`src/rtl/tensor_unit_pipe.sv`:
```
// tensor_unit_pipe: two-stage valid/ready BF16 tensor unit with a per-lane
// multiply-accumulate register. S1 holds the accepted operands, lane
// arithmetic is combinational from S1, and S2 holds the result presented
// downstream.
module tensor_unit_pipe #(
    parameter int LANES  = 4,
    parameter bit ACC_EN = 1'b1
) (
    input  logic                clk,
    input  logic                reset,
    input  logic                in_valid,
    output logic                in_ready,
    input  logic [5:0]          tu_op,
    input  logic [16*LANES-1:0] rs1_data,
    input  logic [16*LANES-1:0] rs2_data,
    input  logic [16*LANES-1:0] rs3_data,
    output logic                out_valid,
    input  logic                out_ready,
    output logic [16*LANES-1:0] tu_result,
    output logic [16*LANES-1:0] acc_data
);

    localparam int W = 16 * LANES;

    localparam logic [5:0] OP_MUL  = 6'b010000;
    localparam logic [5:0] OP_FMA  = 6'b010001;
    localparam logic [5:0] OP_MAC  = 6'b010010;
    localparam logic [5:0] OP_CLR  = 6'b010011;
    localparam logic [5:0] OP_RD   = 6'b010100;
    localparam logic [5:0] OP_RELU = 6'b011000;

    // Truncating BF16 a*b+c: zero exponent means zero, exponent wraps mod 256.
    function automatic logic [15:0] bf16_fma(input logic [15:0] a,
                                             input logic [15:0] b,
                                             input logic [15:0] c);
        logic [15:0] prod;
        logic        sp, sbig, ssml;
        logic [7:0]  ep, ebig, esml, ediff, eres;
        logic [15:0] mp, mc, mbig, msml, msh;
        logic [16:0] sum, norm;
        logic [4:0]  lead;
        prod = {8'h00, 1'b1, a[6:0]} * {8'h00, 1'b1, b[6:0]};
        if ((a[14:7] == 8'd0) || (b[14:7] == 8'd0)) begin
            sp = 1'b0;
            ep = 8'd0;
            mp = 16'd0;
        end else begin
            sp = a[15] ^ b[15];
            ep = a[14:7] + b[14:7] - 8'd127 + {7'd0, prod[15]};
            mp = prod[15] ? (prod & 16'hFF00) : ((prod << 1) & 16'hFF00);
        end
        mc = (c[14:7] == 8'd0) ? 16'd0 : {1'b1, c[6:0], 8'h00};
        // Larger magnitude stays put; the other one is shifted to align.
        if ({ep, mp} >= {c[14:7], mc}) begin
            sbig = sp;    ebig = ep;      mbig = mp;
            ssml = c[15]; esml = c[14:7]; msml = mc;
        end else begin
            sbig = c[15]; ebig = c[14:7]; mbig = mc;
            ssml = sp;    esml = ep;      msml = mp;
        end
        ediff = ebig - esml;
        msh   = (ediff > 8'd15) ? 16'd0 : (msml >> ediff[3:0]);
        if (sbig == ssml) sum = {1'b0, mbig} + {1'b0, msh};
        else              sum = {1'b0, mbig} - {1'b0, msh};
        lead = 5'd0;
        for (int i = 0; i < 17; i++) begin
            if (sum[i]) lead = 5'(i);
        end
        // Hidden one sits at bit 15 for an unshifted result.
        eres = ebig + {3'b000, lead} - 8'd15;
        norm = sum << (5'd16 - lead);
        if (sum == 17'd0) return 16'h0000;
        return {sbig, eres, 7'(norm >> 9)};
    endfunction

    logic         s1_valid_q, s2_valid_q;
    logic [5:0]   s1_op_q;
    logic [W-1:0] s1_a_q, s1_b_q, s1_c_q;
    logic [W-1:0] s2_res_q, acc_q;
    logic [W-1:0] res_d, acc_d;
    logic         acc_we;
    logic         s1_adv, s2_adv;

    assign s2_adv    = !s2_valid_q || out_ready;
    assign s1_adv    = s1_valid_q && s2_adv;
    assign in_ready  = !reset && (!s1_valid_q || s2_adv);
    assign out_valid = s2_valid_q;
    assign tu_result = s2_res_q;
    assign acc_data  = acc_q;

    // Lane compute from S1, plus the accumulator value to commit on advance.
    always_comb begin
        res_d  = '0;
        acc_d  = acc_q;
        acc_we = 1'b0;
        case (s1_op_q)
            OP_MUL: begin
                for (int i = 0; i < LANES; i++)
                    res_d[16*i +: 16] = bf16_fma(s1_a_q[16*i +: 16], s1_b_q[16*i +: 16], 16'h0000);
            end
            OP_FMA: begin
                for (int i = 0; i < LANES; i++)
                    res_d[16*i +: 16] = bf16_fma(s1_a_q[16*i +: 16], s1_b_q[16*i +: 16], s1_c_q[16*i +: 16]);
            end
            OP_MAC: begin
                if (ACC_EN) begin
                    for (int i = 0; i < LANES; i++)
                        res_d[16*i +: 16] = bf16_fma(s1_a_q[16*i +: 16], s1_b_q[16*i +: 16], acc_q[16*i +: 16]);
                    acc_d  = res_d;
                    acc_we = 1'b1;
                end
            end
            OP_CLR: begin
                if (ACC_EN) begin
                    acc_d  = '0;
                    acc_we = 1'b1;
                end
            end
            OP_RD: begin
                if (ACC_EN) res_d = acc_q;
            end
            OP_RELU: begin
                for (int i = 0; i < LANES; i++)
                    res_d[16*i +: 16] = s1_a_q[16*i+15] ? 16'h0000 : s1_a_q[16*i +: 16];
            end
            default: ;
        endcase
    end

    // S1 operand capture; contents are only meaningful while s1_valid_q is set.
    always_ff @(posedge clk) begin
        if (in_valid && in_ready) begin
            s1_op_q <= tu_op;
            s1_a_q  <= rs1_data;
            s1_b_q  <= rs2_data;
            s1_c_q  <= rs3_data;
        end
    end

    // Stage valids, S2 result and accumulator; all advance together on one edge.
    always_ff @(posedge clk or posedge reset) begin
        if (reset) begin
            s1_valid_q <= 1'b0;
            s2_valid_q <= 1'b0;
            s2_res_q   <= '0;
            acc_q      <= '0;
        end else begin
            if (in_ready) s1_valid_q <= in_valid;
            if (s2_adv)   s2_valid_q <= s1_valid_q;
            if (s1_adv)   s2_res_q   <= res_d;
            if (s1_adv && acc_we) acc_q <= acc_d;
        end
    end

endmodule

```
`config.mk`:
```
export PLATFORM = sky130hd
export DESIGN_NAME = tensor_unit_pipe
export DESIGN_NICKNAME = d
export VERILOG_FILES = /design/src/rtl/tensor_unit_pipe.sv
export SDC_FILE = /design/constraint.sdc
export NUM_CORES = 2
export LEC_CHECK = 0
export CAP_MARGIN = 5
export CORE_MARGIN = 3
export CORE_UTILIZATION = 45
export CTS_CLUSTER_SIZE = 30
export DETAILED_ROUTE_END_ITERATION = 6
export PLACE_DENSITY = 0.64
export REMOVE_ABC_BUFFERS = 1
export SETUP_SLACK_MARGIN = 0.05
export SYNTH_ARGS = -nofsm -noshare
export SYNTH_HDL_FRONTEND = slang
export SYNTH_SLANG_ARGS = --single-unit
```
`constraint.sdc`:
```
create_clock -name clk -period 40.9 [get_ports clk]
set_input_delay 8.18 -clock clk [delete_from_list [all_inputs] [get_ports clk]]
set_output_delay 8.18 -clock clk [all_outputs]
set_load 0.1 [all_outputs]
```
==> metrics.md <==
| Metric | Value |
|---|---|
| 1st-iter DRT viols | `about 7,000` |
| Period utilization | `roughly 47%` |
| CP arrival | `slightly below 20 ns` |
| Number of core rows | `130` |
| Slew Viols, Final | `0` |
| Post-synthesis register bit count | `between 300 and 400` |
| Clk Latency, worst-skew pair | `roughly 0.65 ns` |
| Unique masters post-synth | `135` |
| Via count | `between 60,000 and 70,000` |
| Critical path startpoint category | `flip-flop` |
| DRC | `3` |
| R2R setup slack | `21.58 ns` |
| Initial antenna violation count | `3` |
| PortBufs | `331` |
| Ys async rst share | `around two fifths` |
| Hpwl dp | `approximately 170,000 um` |
| H-Tree Depth | `2` |
| TritonCTS Buffers | `45` |
| Dpl cells | `about 9,200` |
| Worst Hold Class | `reg -> reg` |
| Max-cap violation count | `0` |
| GRT Total Usage | `around a third` |
| Worst path required time | `approximately 41 ns` |
| Outcome | `finished, violations left` |
| Max-slew headroom | `17.0%` |
| EDFF count, synth | `198` |
| Crit Path Category | `reg -> reg` |
| Failing checks | `DRC` |
| First-pass GRT wire length | `roughly 340,000 um` |
| Die height | `approximately 360 um` |
| Most frequent cells in the layout | `nand2_1 (692), inv_1 (622), nor2_1 (620)` |
| Post-route cell area | `approximately 0.064 mm^2` |
| CTS Hold Bufs | `0` |
| Non-Filler Instances | `roughly 9,300` |
| DRT antenna net count | `0` |
| Nets | `8,529` |
| TritonCTS clock tree | `built` |
| CTS-repair resized insts | `0` |
| CP delay by family, top | `compound AO/OA/AOI/OAI gates` |
| Cell Area, Synth | `roughly 0.058 mm^2` |
| Sequential area share after synthesis | `about 16%` |
| CP endpoint kind | `flip-flop` |
| Final setup fails | `0` |
| Post-CTS Setup Bufs | `0` |
| Slowest cell on crit path | `ha_1` |
| CTS clk-pin slew, worst paths | `~0.060 ns` |
| Layout area overhead | `11.0%` |
| Max Fclk | `between 50 and 60 MHz` |
| Wire per inst | `between 20 and 25 um` |
| Root buf cell | `clkbuf_16` |
| Top post-synthesis cells by area | `ha_1 (12%), edfxtp_1 (10%), fa_1 (5.7%)` |
| Placed Area | `around 0.063 mm^2` |
| Die area | `0.133 mm^2` |
| GPL Wtd Cong | `~1` |
| Synth top area share | `12.3%` |
| Slowest stage delay, CP | `between 0.7 and 0.8 ns` |
| Gate Count Post-Synth | `7,418` |
| Syn Area/Cell | `just under 8 um^2` |
| Final cell utilization of the core | `50.7%` |
| Post-Route WL | `~220,000 um` |
| Final Critical Period | `about 19 ns` |
| Core area | `approximately 0.13 mm^2` |
| CTS max path bufs | `3` |
| Fin Setup TNS | `0 ns` |
| Commonest non-fill, non-tap cell in the layout | `nand2_1` |
| Initial Util | `between 40% and 50%` |
| Primary FF master, synth | `edfxtp_1` |
| Vias/cell | `6.51` |
| Total grt overflow | `0` |
| Final Skew | `~0.024 ns` |
| Chip width | `between 300 and 400 um` |
| Critical path fanouts, max | `41` |
| RSZ-0062 raised after global routing | `false` |
| I/O pins | `332` |
| WP buf/inv | `11` |
| Synth area leader | `ha_1` |
| Vias in the first global route | `~57,000` |
| First-pass DRT Iterations | `7` |
| Synth warn | `0` |
| Sinks on Clock Net | `approximately 330` |
| Hold Vio Cnt, Final | `0` |
| Worst-margin pin slew | `around 1.2 ns` |
| Share of cells above drive strength 1 | `approximately 6.0%` |
| Largest net degree at the start of global routing | `around 140` |
==> sequential cells by signal, indices dropped and copies added (netlist names) <==
signal,count
s1_valid_q,1
out_valid,1
s1_b_q,64
s1_a_q,64
acc_data,64
tu_result,64
s1_op_q,6
s1_c_q,64
==> per-layer routing <==
layer / GRT usage (%) / vias to the layer above / routed length, um
met4: 11.4 / 2 / 8890
met3: 5.61 / 454 / 20300
met1: 44.4 / 29000 / 96100
met5: 0 / - / 12
li1: - / 28100 / -
met2: 49.4 / 2857 / 94900
==> stage by stage <==
stage                     setup slack (ns)  hold WS [ns]
after floorplan                      22.89         0.488
after global placement               22.47         0.470
after detailed placement             22.06         0.480
after CTS                            21.95         0.495
after global routing                 20.30         0.518
final                                21.58         0.488
==> worst reg2reg max path: cells and delay by family (launching register included) <==
family | cells | cell delay (ns)
buffers and inverters | 11 | 1.76
xor gates and xnor gates | 2 | 0.28
AOI/OAI and AO/OA | 19 | 5.88
adders and majority gates | 14 | 5.84
muxes | 3 | 1.04
DFF | 1 | 0.56
and+or+nand+nor | 15 | 3.88
==> synthesized netlist by cell type (130+ instances only) <==
master    instances
nor3_1          171
and2_1          208
o21ai_0         425
edfxtp_1        198
inv_1           623
clkbuf_1        214
nor2_1          622
xnor2_1         193
fa_1            164
mux2i_1         191
ha_1            570
nand2_1         693
nand3_1         184
a21oi_1         542
dfrtp_1         130
==> layout make-up <==
class | instances | area, um^2
multi-input combinational | 6156 | 45100
antenna | 2 | 5.00
timing repair buffer | 414 | 3930
clock buffer | 48 | 1140
sequential | 328 | 9200
inverter | 648 | 2440
tap | 1650 | 2060
fill | 12400 | 62300
clock inverter | 35 | 279
==> path summary, 6_finish.rpt <==
check / from / endpoint / cells after the start
setup / recovery: s1_b_q[4] / tu_result[6] / 64
hold / removal: tu_result[28] / tu_result[28] / 2
setup reg to reg: s1_b_q[4] / tu_result[6] / 64
hold reg to reg: tu_result[28] / tu_result[28] / 2
max in group asynchronous: reset / tu_result[26] / 3
min in group asynchronous: reset / out_valid / 2
==> cells by family (layout without fill, tap and decap cells) <==
| group | Yosys count | after routing | synth area share (%) |
|---|---|---|---|
| xor+xnor | 299 | 299 | 4.61 |
| other cells | 1 | 6 | 0.00649 |
| compound gates | 2435 | 2435 | 29.5 |
| buf+inv | 937 | 1145 | 6.22 |
| mux | 288 | 288 | 5.82 |
| fa+ha+maj | 736 | 736 | 18.0 |
| flops | 328 | 328 | 15.9 |
| simple gates | 2394 | 2394 | 19.9 |
Power is not shown: default switching activity piles up to over one toggle a cycle in this logic, so the estimate is an artifact.
==> RTL change, RTL diff (config.mk and constraints unchanged) <==
Make the reset (`reset`) synchronous in one clocked block.
--- a/src/rtl/tensor_unit_pipe.sv
+++ b/src/rtl/tensor_unit_pipe.sv
@@ -139,5 +139,5 @@
 
     // Stage valids, S2 result and accumulator; all advance together on one edge.
-    always_ff @(posedge clk or posedge reset) begin
+    always_ff @(posedge clk) begin
         if (reset) begin
             s1_valid_q <= 1'b0;
Check against the original RTL: not settled (the Yosys comparison gave no result); the edit may change what the design does.
==> RTL change against the unedited design <==
Final area down 0.69%; synthesized cell count up 1.2%; largest cell class unchanged; final cell count up 0.85%; worst setup slack better by 0.35 ns; die area down 0.70%; clock skew up 0.026 ns; sequential cell count unchanged; utilization down 0.22 points; area after synthesis down 0.71%; wire length up 0.77%; the flow still finishes with violations (DRC).
Power is not shown: default switching activity piles up to over one toggle a cycle in this logic, so the estimate is an artifact.
==> RTL change: results (changes against the unedited design) <==
WS Path Type: reg2reg (unchanged)
Count of input and output buffers: 331 (unchanged)
Largest cells by area after synthesis: ha_1 (12%), edfxtp_1 (10%), fa_1 (5.7%) (unchanged)
Fillers: 12400 (about the same)
Pin count of the biggest net entering global routing: 74 (was 139)
Reg2Reg Depth: 71 (was 64)
Final hold viol count: 0 (unchanged)
CTS Root Cell: clkbuf_16 (unchanged)
Worst-path clk slew: 0.06 ns (about the same)
Footprint of the multi-input gates: 45200 µm² (was 45100 µm²)
Worst Setup SP: s1_b_q[4]$_DFFE_PP_ (unchanged)
CTS Buffer Depth: 3 (unchanged)
Seq/Total Area, Yosys: 0.149 (was 0.159)
Hold endpoint: tu_result[55]$_SDFFE_PP0P_ (was tu_result[28]$_DFFE_PP0P_)
Worst-Margin Slew: 1.34 ns (was 1.24 ns)
Number of global-route vias before repair: 56800 (about the same)
H-tree levels: 2 (unchanged)
DPL Wire Length: 175 mm (about the same)
Worst Hold Margin: 0.465 ns (was 0.488 ns)
Violated checks: DRC (unchanged)
Final GP Congestion: 1.02 (was 1.00)
Slowest Stage Delay on Critical Path: 0.65 ns (was 0.75 ns)
Num CTS Buffers: 45 (unchanged)
Async set or reset register ratio after synthesis: 0 (was 0.396)
Crit path arrival time: 19.51 ns (was 19.87 ns)
Synthesis Warnings: 0 (unchanged)
Cts repair resizes: 0 (unchanged)
Crit Path Max Fanout: 33 (was 41)
DRT Wirelength: 222 mm (was 220 mm)
Initial antenna violation count: 5 (was 3)
Clock Latency Late Sink: 0.67 ns (was 0.65 ns)
Top cells by count, synth: nand2_1 (709), nor2_1 (676), inv_1 (606), a21oi_1 (581), ha_1 (570) (was nand2_1 (693), inv_1 (623), nor2_1 (622), ha_1 (570), a21oi_1 (542))
EDFF count, synth: 198 (unchanged)
Synth Flop Type: edfxtp_1 (unchanged)
Outcome: complete, but fails checks (unchanged)
GRT Total Usage: 0.321 (was 0.319)
Share of cells above drive strength 1: 0.0565 (was 0.0595)
Crit path max-delay cell type: mux2i_1 (was ha_1)
Worst hold start: tu_result[55]$_SDFFE_PP0P_ (was tu_result[28]$_DFFE_PP0P_)
Hold Path Stages: 2 (unchanged)
Tightest Hold Check Type: reg2reg (unchanged)
# nets final: 8602 (was 8529)
Iteration-0 DRC Markers: 6698 (was 6994)
Clk_skew: 0.0498 ns (was 0.0237 ns)
DRC viols: 27 (was 3)
Cell Area, Placed: 62200 µm² (was 62800 µm²)
Via density per instance: 6.48 (was 6.51)
R2r endpoint: tu_result[14]$_SDFFE_PP0P_ (was tu_result[6]$_DFFE_PP0P_)
CP delay by family, top: adder cells (was compound AO/OA/AOI/OAI gates)
Post-CTS setup buffer count: 0 (unchanged)
First-pass GRT wire length: 337 mm (was 336 mm)
Reg2reg setup slack: 21.93 ns (was 21.58 ns)
Detailed Routing Iterations Pass 1: 7 (unchanged)
Distinct cells, synth: 141 (was 135)
## RTL change: changes by cell type after synthesis, moves of 30 or more
| cell | delta |
|---|---|
| a211oi_1 | +30 |
| a21o_1 | +33 |
| a21oi_1 | +39 |
| dfrtp_1 | -130 |
| nand3_1 | +41 |
| nor2_1 | +54 |
| dfxtp_1 | +130 |
| o21ai_0 | -59 |
## RTL change: layout make-up
type	instances	share of cell area
inverter	630	0.0371
timing repair buffer	427	0.0630
tap	1650	0.0324
clock inverter	30	0.00530
antenna	7	0.000275
clock buffer	54	0.0183
multi-input combinational	6234	0.709
sequential	328	0.134
## RTL change: routing by layer
layer,GRT usage,share of wire
met1,0.438,0.43
met2,0.510,0.44
met3,0.0515,0.087
met4,0.119,0.040
met5,0,0
## RTL change: worst register-to-register path: cells and delay by family (launching register included)
| kind | cells | cell delay (ns) |
|---|---|---|
| buffers and inverters | 10 | 1.54 |
| XOR/XNOR | 2 | 0.34 |
| multiplexers | 3 | 1.07 |
| flip-flops | 1 | 0.54 |
| AO/OA/AOI/OAI | 24 | 5.61 |
| AND/OR/NAND/NOR | 17 | 3.54 |
| adder cells (fa/ha/maj) | 15 | 6.18 |
## RTL change: cells by family after synthesis
logic type / count (synthesis) / share of synthesized area
buf+inv: 946 / 0.0651
simple gates: 2524 / 0.212
other cells: 1 / 0.0000653
mux: 277 / 0.0556
xor+xnor: 300 / 0.0464
flops: 328 / 0.149
compound gates: 2395 / 0.291
fa+ha+maj: 734 / 0.181
## RTL change: stage by stage
stage / instances / setup WS, ns
floorplan: 7192 / 22.80
global placement: 9268 / 22.45
detailed placement: 9268 / 22.24
CTS: 9352 / 22.11
global route: 9353 / 20.69
finish: 9360 / 21.93
